**config.mk**
```make
export PLATFORM = sky130hd
export DESIGN_NAME = fill_sequencer
export DESIGN_NICKNAME = d
export VERILOG_FILES = /design/src/rtl/fill_sequencer.sv
export SDC_FILE = /design/constraint.sdc
export NUM_CORES = 1
export LEC_CHECK = 0
export ABC_CLOCK_PERIOD_IN_PS = 3000
export CORE_UTILIZATION = 35
export CTS_CLUSTER_DIAMETER = 50
export CTS_CLUSTER_SIZE = 12
export DETAILED_ROUTE_END_ITERATION = 10
export SYNTH_ARGS = -nofsm -noshare
export SYNTH_HDL_FRONTEND = slang
export SYNTH_SLANG_ARGS = --single-unit
```
**constraint.sdc**
```tcl
create_clock -name clk_1khz -period 3 [get_ports clk_1khz]
set_input_delay 0.6 -clock clk_1khz [delete_from_list [all_inputs] [get_ports clk_1khz]]
set_output_delay 0.6 -clock clk_1khz [all_outputs]
set_load 0.01 [all_outputs]
```
**src/rtl/fill_sequencer.sv**
```systemverilog
// Run-time sequencer for the pill-bottling line: BCD pill/bottle counting,
// bottle-switch and hopper-starvation timing, and the operator-visible state code.
module fill_sequencer #(
    parameter int HOPPER_TIMEOUT = 3000,
    parameter int SWITCH_TIME    = 2000,
    parameter int MAX_ERRORS     = 3
) (
    input  logic        clk_1khz,
    input  logic        switch_clr,
    input  logic        start,
    input  logic        clr_err,
    input  logic        estop,
    input  logic        pill_pulse,
    input  logic        conveyor_ok,
    input  logic [11:0] target_pills,
    input  logic [7:0]  target_bottles,
    output logic [2:0]  state,
    output logic [11:0] now_pills,
    output logic [7:0]  now_bottles,
    output logic [1:0]  err_code,
    output logic [1:0]  alarm
);

    typedef enum logic [2:0] {
        ST_SETTING   = 3'd0,
        ST_RUNNING   = 3'd1,
        ST_SWITCHING = 3'd2,
        ST_DONE      = 3'd3,
        ST_ERROR     = 3'd4,
        ST_FATAL     = 3'd5
    } state_t;

    typedef enum logic [1:0] {
        ERR_NONE     = 2'd0,
        ERR_HOPPER   = 2'd1,
        ERR_CONVEYOR = 2'd2,
        ERR_ESTOP    = 2'd3
    } err_t;

    localparam logic [11:0] HOPPER_RELOAD = 12'(HOPPER_TIMEOUT);
    localparam logic [11:0] SWITCH_RELOAD = 12'(SWITCH_TIME);
    localparam logic [2:0]  ERROR_LIMIT   = 3'(MAX_ERRORS);

    // Ripple BCD increment: a 9 rolls to 0 and carries into the next digit.
    function automatic logic [11:0] bcd_inc3(input logic [11:0] v);
        logic [11:0] r;
        logic        carry;
        r     = v;
        carry = 1'b1;
        for (int i = 0; i < 3; i++) begin
            if (carry) begin
                if (v[4*i +: 4] == 4'd9) begin
                    r[4*i +: 4] = 4'd0;
                end else begin
                    r[4*i +: 4] = v[4*i +: 4] + 4'd1;
                    carry       = 1'b0;
                end
            end
        end
        return r;
    endfunction

    function automatic logic [7:0] bcd_inc2(input logic [7:0] v);
        logic [7:0] r;
        logic       carry;
        r     = v;
        carry = 1'b1;
        for (int i = 0; i < 2; i++) begin
            if (carry) begin
                if (v[4*i +: 4] == 4'd9) begin
                    r[4*i +: 4] = 4'd0;
                end else begin
                    r[4*i +: 4] = v[4*i +: 4] + 4'd1;
                    carry       = 1'b0;
                end
            end
        end
        return r;
    endfunction

    function automatic logic digit_ok(input logic [3:0] d);
        return d <= 4'd9;
    endfunction

    state_t      state_q,    state_d;
    state_t      resume_q,   resume_d;
    err_t        err_q,      err_d;
    logic [11:0] pills_q,    pills_d;
    logic [7:0]  bottles_q,  bottles_d;
    logic [2:0]  err_cnt_q,  err_cnt_d;
    logic [11:0] hop_tmr_q,  hop_tmr_d;
    logic [11:0] sw_tmr_q,   sw_tmr_d;

    logic        targets_valid;
    logic [11:0] pills_inc;
    logic [7:0]  bottles_inc;
    logic        raise_err;
    err_t        raise_code;
    state_t      raise_resume;

    assign targets_valid = digit_ok(target_pills[11:8]) && digit_ok(target_pills[7:4])
                        && digit_ok(target_pills[3:0])  && digit_ok(target_bottles[7:4])
                        && digit_ok(target_bottles[3:0])
                        && (target_pills != 12'h000) && (target_bottles != 8'h00);

    assign pills_inc   = bcd_inc3(pills_q);
    assign bottles_inc = bcd_inc2(bottles_q);

    always_comb begin
        // NOTE: every value driven here gets its hold value first, so no branch can infer a latch.
        state_d      = state_q;
        resume_d     = resume_q;
        err_d        = err_q;
        pills_d      = pills_q;
        bottles_d    = bottles_q;
        err_cnt_d    = err_cnt_q;
        hop_tmr_d    = hop_tmr_q;
        sw_tmr_d     = sw_tmr_q;
        raise_err    = 1'b0;
        raise_code   = ERR_NONE;
        raise_resume = ST_RUNNING;

        case (state_q)
            ST_SETTING: begin
                if (start && targets_valid) begin
                    state_d   = ST_RUNNING;
                    pills_d   = 12'h000;
                    bottles_d = 8'h00;
                    err_d     = ERR_NONE;
                    err_cnt_d = 3'd0;
                    hop_tmr_d = HOPPER_RELOAD;
                end
            end

            ST_RUNNING: begin
                if (estop) begin
                    state_d = ST_FATAL;
                    err_d   = ERR_ESTOP;
                end else if (pills_q == target_pills) begin
                    // Completion wins over a pill arriving on the same edge, so the count never passes target.
                    bottles_d = bottles_inc;
                    err_cnt_d = 3'd0;
                    if (bottles_inc == target_bottles) begin
                        state_d = ST_DONE;
                    end else begin
                        state_d  = ST_SWITCHING;
                        sw_tmr_d = SWITCH_RELOAD;
                    end
                end else if (pill_pulse) begin
                    pills_d   = pills_inc;
                    hop_tmr_d = HOPPER_RELOAD;
                end else if (hop_tmr_q == 12'd0) begin
                    raise_err    = 1'b1;
                    raise_code   = ERR_HOPPER;
                    raise_resume = ST_RUNNING;
                end else begin
                    hop_tmr_d = hop_tmr_q - 12'd1;
                end
            end

            ST_SWITCHING: begin
                if (estop) begin
                    state_d = ST_FATAL;
                    err_d   = ERR_ESTOP;
                end else if (sw_tmr_q == 12'd0) begin
                    if (conveyor_ok) begin
                        state_d   = ST_RUNNING;
                        pills_d   = 12'h000;
                        hop_tmr_d = HOPPER_RELOAD;
                    end else begin
                        raise_err    = 1'b1;
                        raise_code   = ERR_CONVEYOR;
                        raise_resume = ST_SWITCHING;
                    end
                end else begin
                    sw_tmr_d = sw_tmr_q - 12'd1;
                end
            end

            ST_ERROR: begin
                if (estop) begin
                    state_d = ST_FATAL;
                    err_d   = ERR_ESTOP;
                end else if (clr_err) begin
                    state_d = resume_q;
                    err_d   = ERR_NONE;
                    if (resume_q == ST_SWITCHING) begin
                        sw_tmr_d = SWITCH_RELOAD;
                    end else begin
                        hop_tmr_d = HOPPER_RELOAD;
                    end
                end
            end

            ST_DONE: begin
                if (start) begin
                    state_d = ST_SETTING;
                end
            end

            ST_FATAL: begin
            end

            default: begin
                state_d = ST_SETTING;
            end
        endcase

        // Every error entry is counted; the one that hits the limit lands in FATAL with its own cause code.
        if (raise_err) begin
            err_cnt_d = err_cnt_q + 3'd1;
            err_d     = raise_code;
            resume_d  = raise_resume;
            if (err_cnt_d >= ERROR_LIMIT) begin
                state_d = ST_FATAL;
            end else begin
                state_d = ST_ERROR;
            end
        end
    end

    // NOTE: registers use non-blocking assignment so all of them sample the pre-edge values together.
    always_ff @(posedge clk_1khz or negedge switch_clr) begin
        if (!switch_clr) begin
            state_q   <= ST_SETTING;
            resume_q  <= ST_RUNNING;
            err_q     <= ERR_NONE;
            pills_q   <= 12'h000;
            bottles_q <= 8'h00;
            err_cnt_q <= 3'd0;
            hop_tmr_q <= 12'd0;
            sw_tmr_q  <= 12'd0;
        end else begin
            state_q   <= state_d;
            resume_q  <= resume_d;
            err_q     <= err_d;
            pills_q   <= pills_d;
            bottles_q <= bottles_d;
            err_cnt_q <= err_cnt_d;
            hop_tmr_q <= hop_tmr_d;
            sw_tmr_q  <= sw_tmr_d;
        end
    end

    assign state       = state_q;
    assign now_pills   = pills_q;
    assign now_bottles = bottles_q;
    assign err_code    = err_q;

    always_comb begin
        case (state_q)
            ST_DONE:  alarm = 2'd1;
            ST_ERROR: alarm = 2'd2;
            ST_FATAL: alarm = 2'd3;
            default:  alarm = 2'd0;
        endcase
    end

endmodule

```
==> out/results.tsv <==
metric	value	unit
CTS tree	done	
CP max FO	9	
total CTS buffers	5	
average size of a mapped cell	8.39	sq um
clk sinks	54	
Final Setup Violations	0	
ANT nets after route	0	
synth-to-layout area growth	25.5	%
Placement Rows	37	
Avg WL per Cell	14.8	um
final core utilization	0.457	
diode count	0	
fin area	4740	sq um
Setup Skew	0.0151	ns
worst hold path type	in -> async	
Pleak	1.86	nW
total grt overflow	0	
ys async rst share	1.00	
Final #Nets	565	
FF/Latch Area	1350	sq um
Clock Latency Late Sink	0.31	ns
first-pass GRT wire length	16400	um
largest net degree at the start of global routing	35	
largest cells by area after synthesis	dfrtp_1 35%, o21ai_0 7.8%, ha_1 4.6%, nor2_1 4.0%, xor2_1 3.5%	
Post-synth EDFFs	0	
most common cell in the netlist	o21ai_0	
fill count	1011	
share of cells above drive strength 1	0.0990	
Routed WL	9760	um
RSZ-0062 raised after global routing	no	
CORE AREA	10400	sq um
max cap viols	0	
GRT Total Usage	0.177	
Max VDD drop	0.000392	V
Slew Limit Fails	0	
post-synthesis sequential area ratio	0.358	
minimum clock period	2.73	ns
Port Buffer Count	53	
reg2reg start	now_bottles[2]	
slew margin rel.	0.539	
pwr dens	653	nW/um^2
initial antenna violation count	0	
placed insts	653	
reg2reg setup slack	0.38	ns
post-CTS setup buffer count	0	
routed vias	3669	
Vias/cell	5.55	
Max Fclk	366	MHz
Setup WS pre-CTS	-0.0559	ns
Syn Inst Count	450	
num ports	54	
ys flop type	dfrtp_1	
Initial Utilization	0.364	
GPL Wtd Cong	0.849	
status	finished, final reports clean	
Required @ worst endpoint	3.18	ns
crit path DAT	2.91	ns
CTS clk-pin slew, worst paths	0.11	ns
Synth top area share	0.351	
R2R cell count	8	
Worst-Margin Slew	0.689	ns
post-DP HPWL	7460	um
Crit Path Category	in -> reg	
First DRT Iteration DRCs	169	
post-placement cell area	4630	sq um
drc violations	0	
Chip Width	106	um
drt pass-1 iters	4	
Fin. Hold Viols	0	
Synthesis Warnings	0	
die area	11200	sq um
post_cts resized	0	
worst setup slack after layout	0.269	ns
synthesized area	3770	sq um
Power Total	3.10	mW
Distinct cells, synth	62	
Post-synth top cells	59 x o21ai_0, 53 x dfrtp_1, 40 x nor2_1	
period utilisation layout	0.910	
root buffer cell	clkbuf_8	
# hold bufs at CTS	0	
area of the multi-input gates	2250	sq um
height of the die	106	um
non-filler instance count after layout	661	
Synth area leader	dfrtp_1	
RR Endpoint	sw_tmr_q[6]	
CP startpoint kind	primary input	
Critical Path End Type	flip-flop	
Synth Register Bits	54	
CTS max path bufs	2	
syn_nets	491	
vias in the first global route	3438	
CTS H-tree lvls	2	
cells by family after synthesis:
kind of cell	after synthesis	share of synthesized area
flip-flops	54	0.358
multiplexers	6	0.0172
buffers and inverters	38	0.0451
AO/OA/AOI/OAI	144	0.239
AND/OR/NAND/NOR	173	0.245
adder cells (fa/ha/maj)	14	0.0464
XOR/XNOR	21	0.0487
worst max path at each step:
stage / startpoint / to
3_5_place_dp: target_bottles[5] / hop_tmr_q[3]
6_report: target_bottles[1] / hop_tmr_q[0]
3_3_place_gp: target_pills[7] / err_code[0]
2_1_floorplan: now_bottles[1] / sw_tmr_q[4]
5_1_grt: target_pills[1] / hop_tmr_q[7]
4_1_cts: target_bottles[5] / hop_tmr_q[3]
routing by layer:
metal,up-vias,part of all wire,track usage
li1,1817,-,-
met1,1777,0.48,0.241
met2,67,0.49,0.295
met3,8,0.027,0.0291
met4,0,0.0084,0.0407
met5,-,0,0
where the power goes:
| part | internal (mW) | switching, mW | total [mW] |
|---|---|---|---|
| clock | 0.250 | 0.247 | 0.497 |
| sequential | 0.847 | 0.189 | 1.04 |
| combinational | 0.694 | 0.868 | 1.56 |
flip-flops by register name, indices dropped and copies added (netlist names):
| name | flops |
|---|---|
| resume_q | 2 |
| err_cnt_q | 3 |
| state | 3 |
| err_code | 2 |
| sw_tmr_q | 12 |
| now_bottles | 8 |
| now_pills | 12 |
| hop_tmr_q | 12 |
layout make-up:
class	instances	area share
clock buffer	6	0.0153
clock inverter	2	0.00792
inverter	20	0.0158
multi-input combinational	358	0.475
sequential	54	0.286
tap	136	0.0359
timing repair buffer	85	0.164
per-stage QoR:
step,TNS (ns),hold slack [ns]
floorplan,0,0.304
global placement,-0.205,0.462
detailed placement,-0.222,0.466
CTS,0,0.245
global route,0,0.246
finish,0,0.227
cells in the final DEF, fill, tap and decap left out, drive strengths merged, types with 4 or more instances in the layout:
cell type      count
a21oi             18
a22o               4
a31oi             20
buf               33
clkbuf             6
clkdlybuf4s50     52
dfrtp             53
ha                14
inv               20
mux2               4
nand2             35
nand2b            13
nand3             21
nand4              4
nor2              40
nor2b              7
nor3              15
nor4              10
o211ai             4
o21ai             59
o31ai             12
o41ai              4
or3                7
or4                5
xnor2              6
xor2              15
critical path: stages:
cell and delay (ns):
clkdlybuf4s50_1 0.43, or4_1 0.53, o211ai_1 0.23, o311ai_0 0.14
buf_4 0.18, o211a_1 0.17, and3_1 0.29, buf_4 0.19
nand3_1 0.07, o21ai_0 0.08
Note: power is estimated with default switching activity, not from simulation.
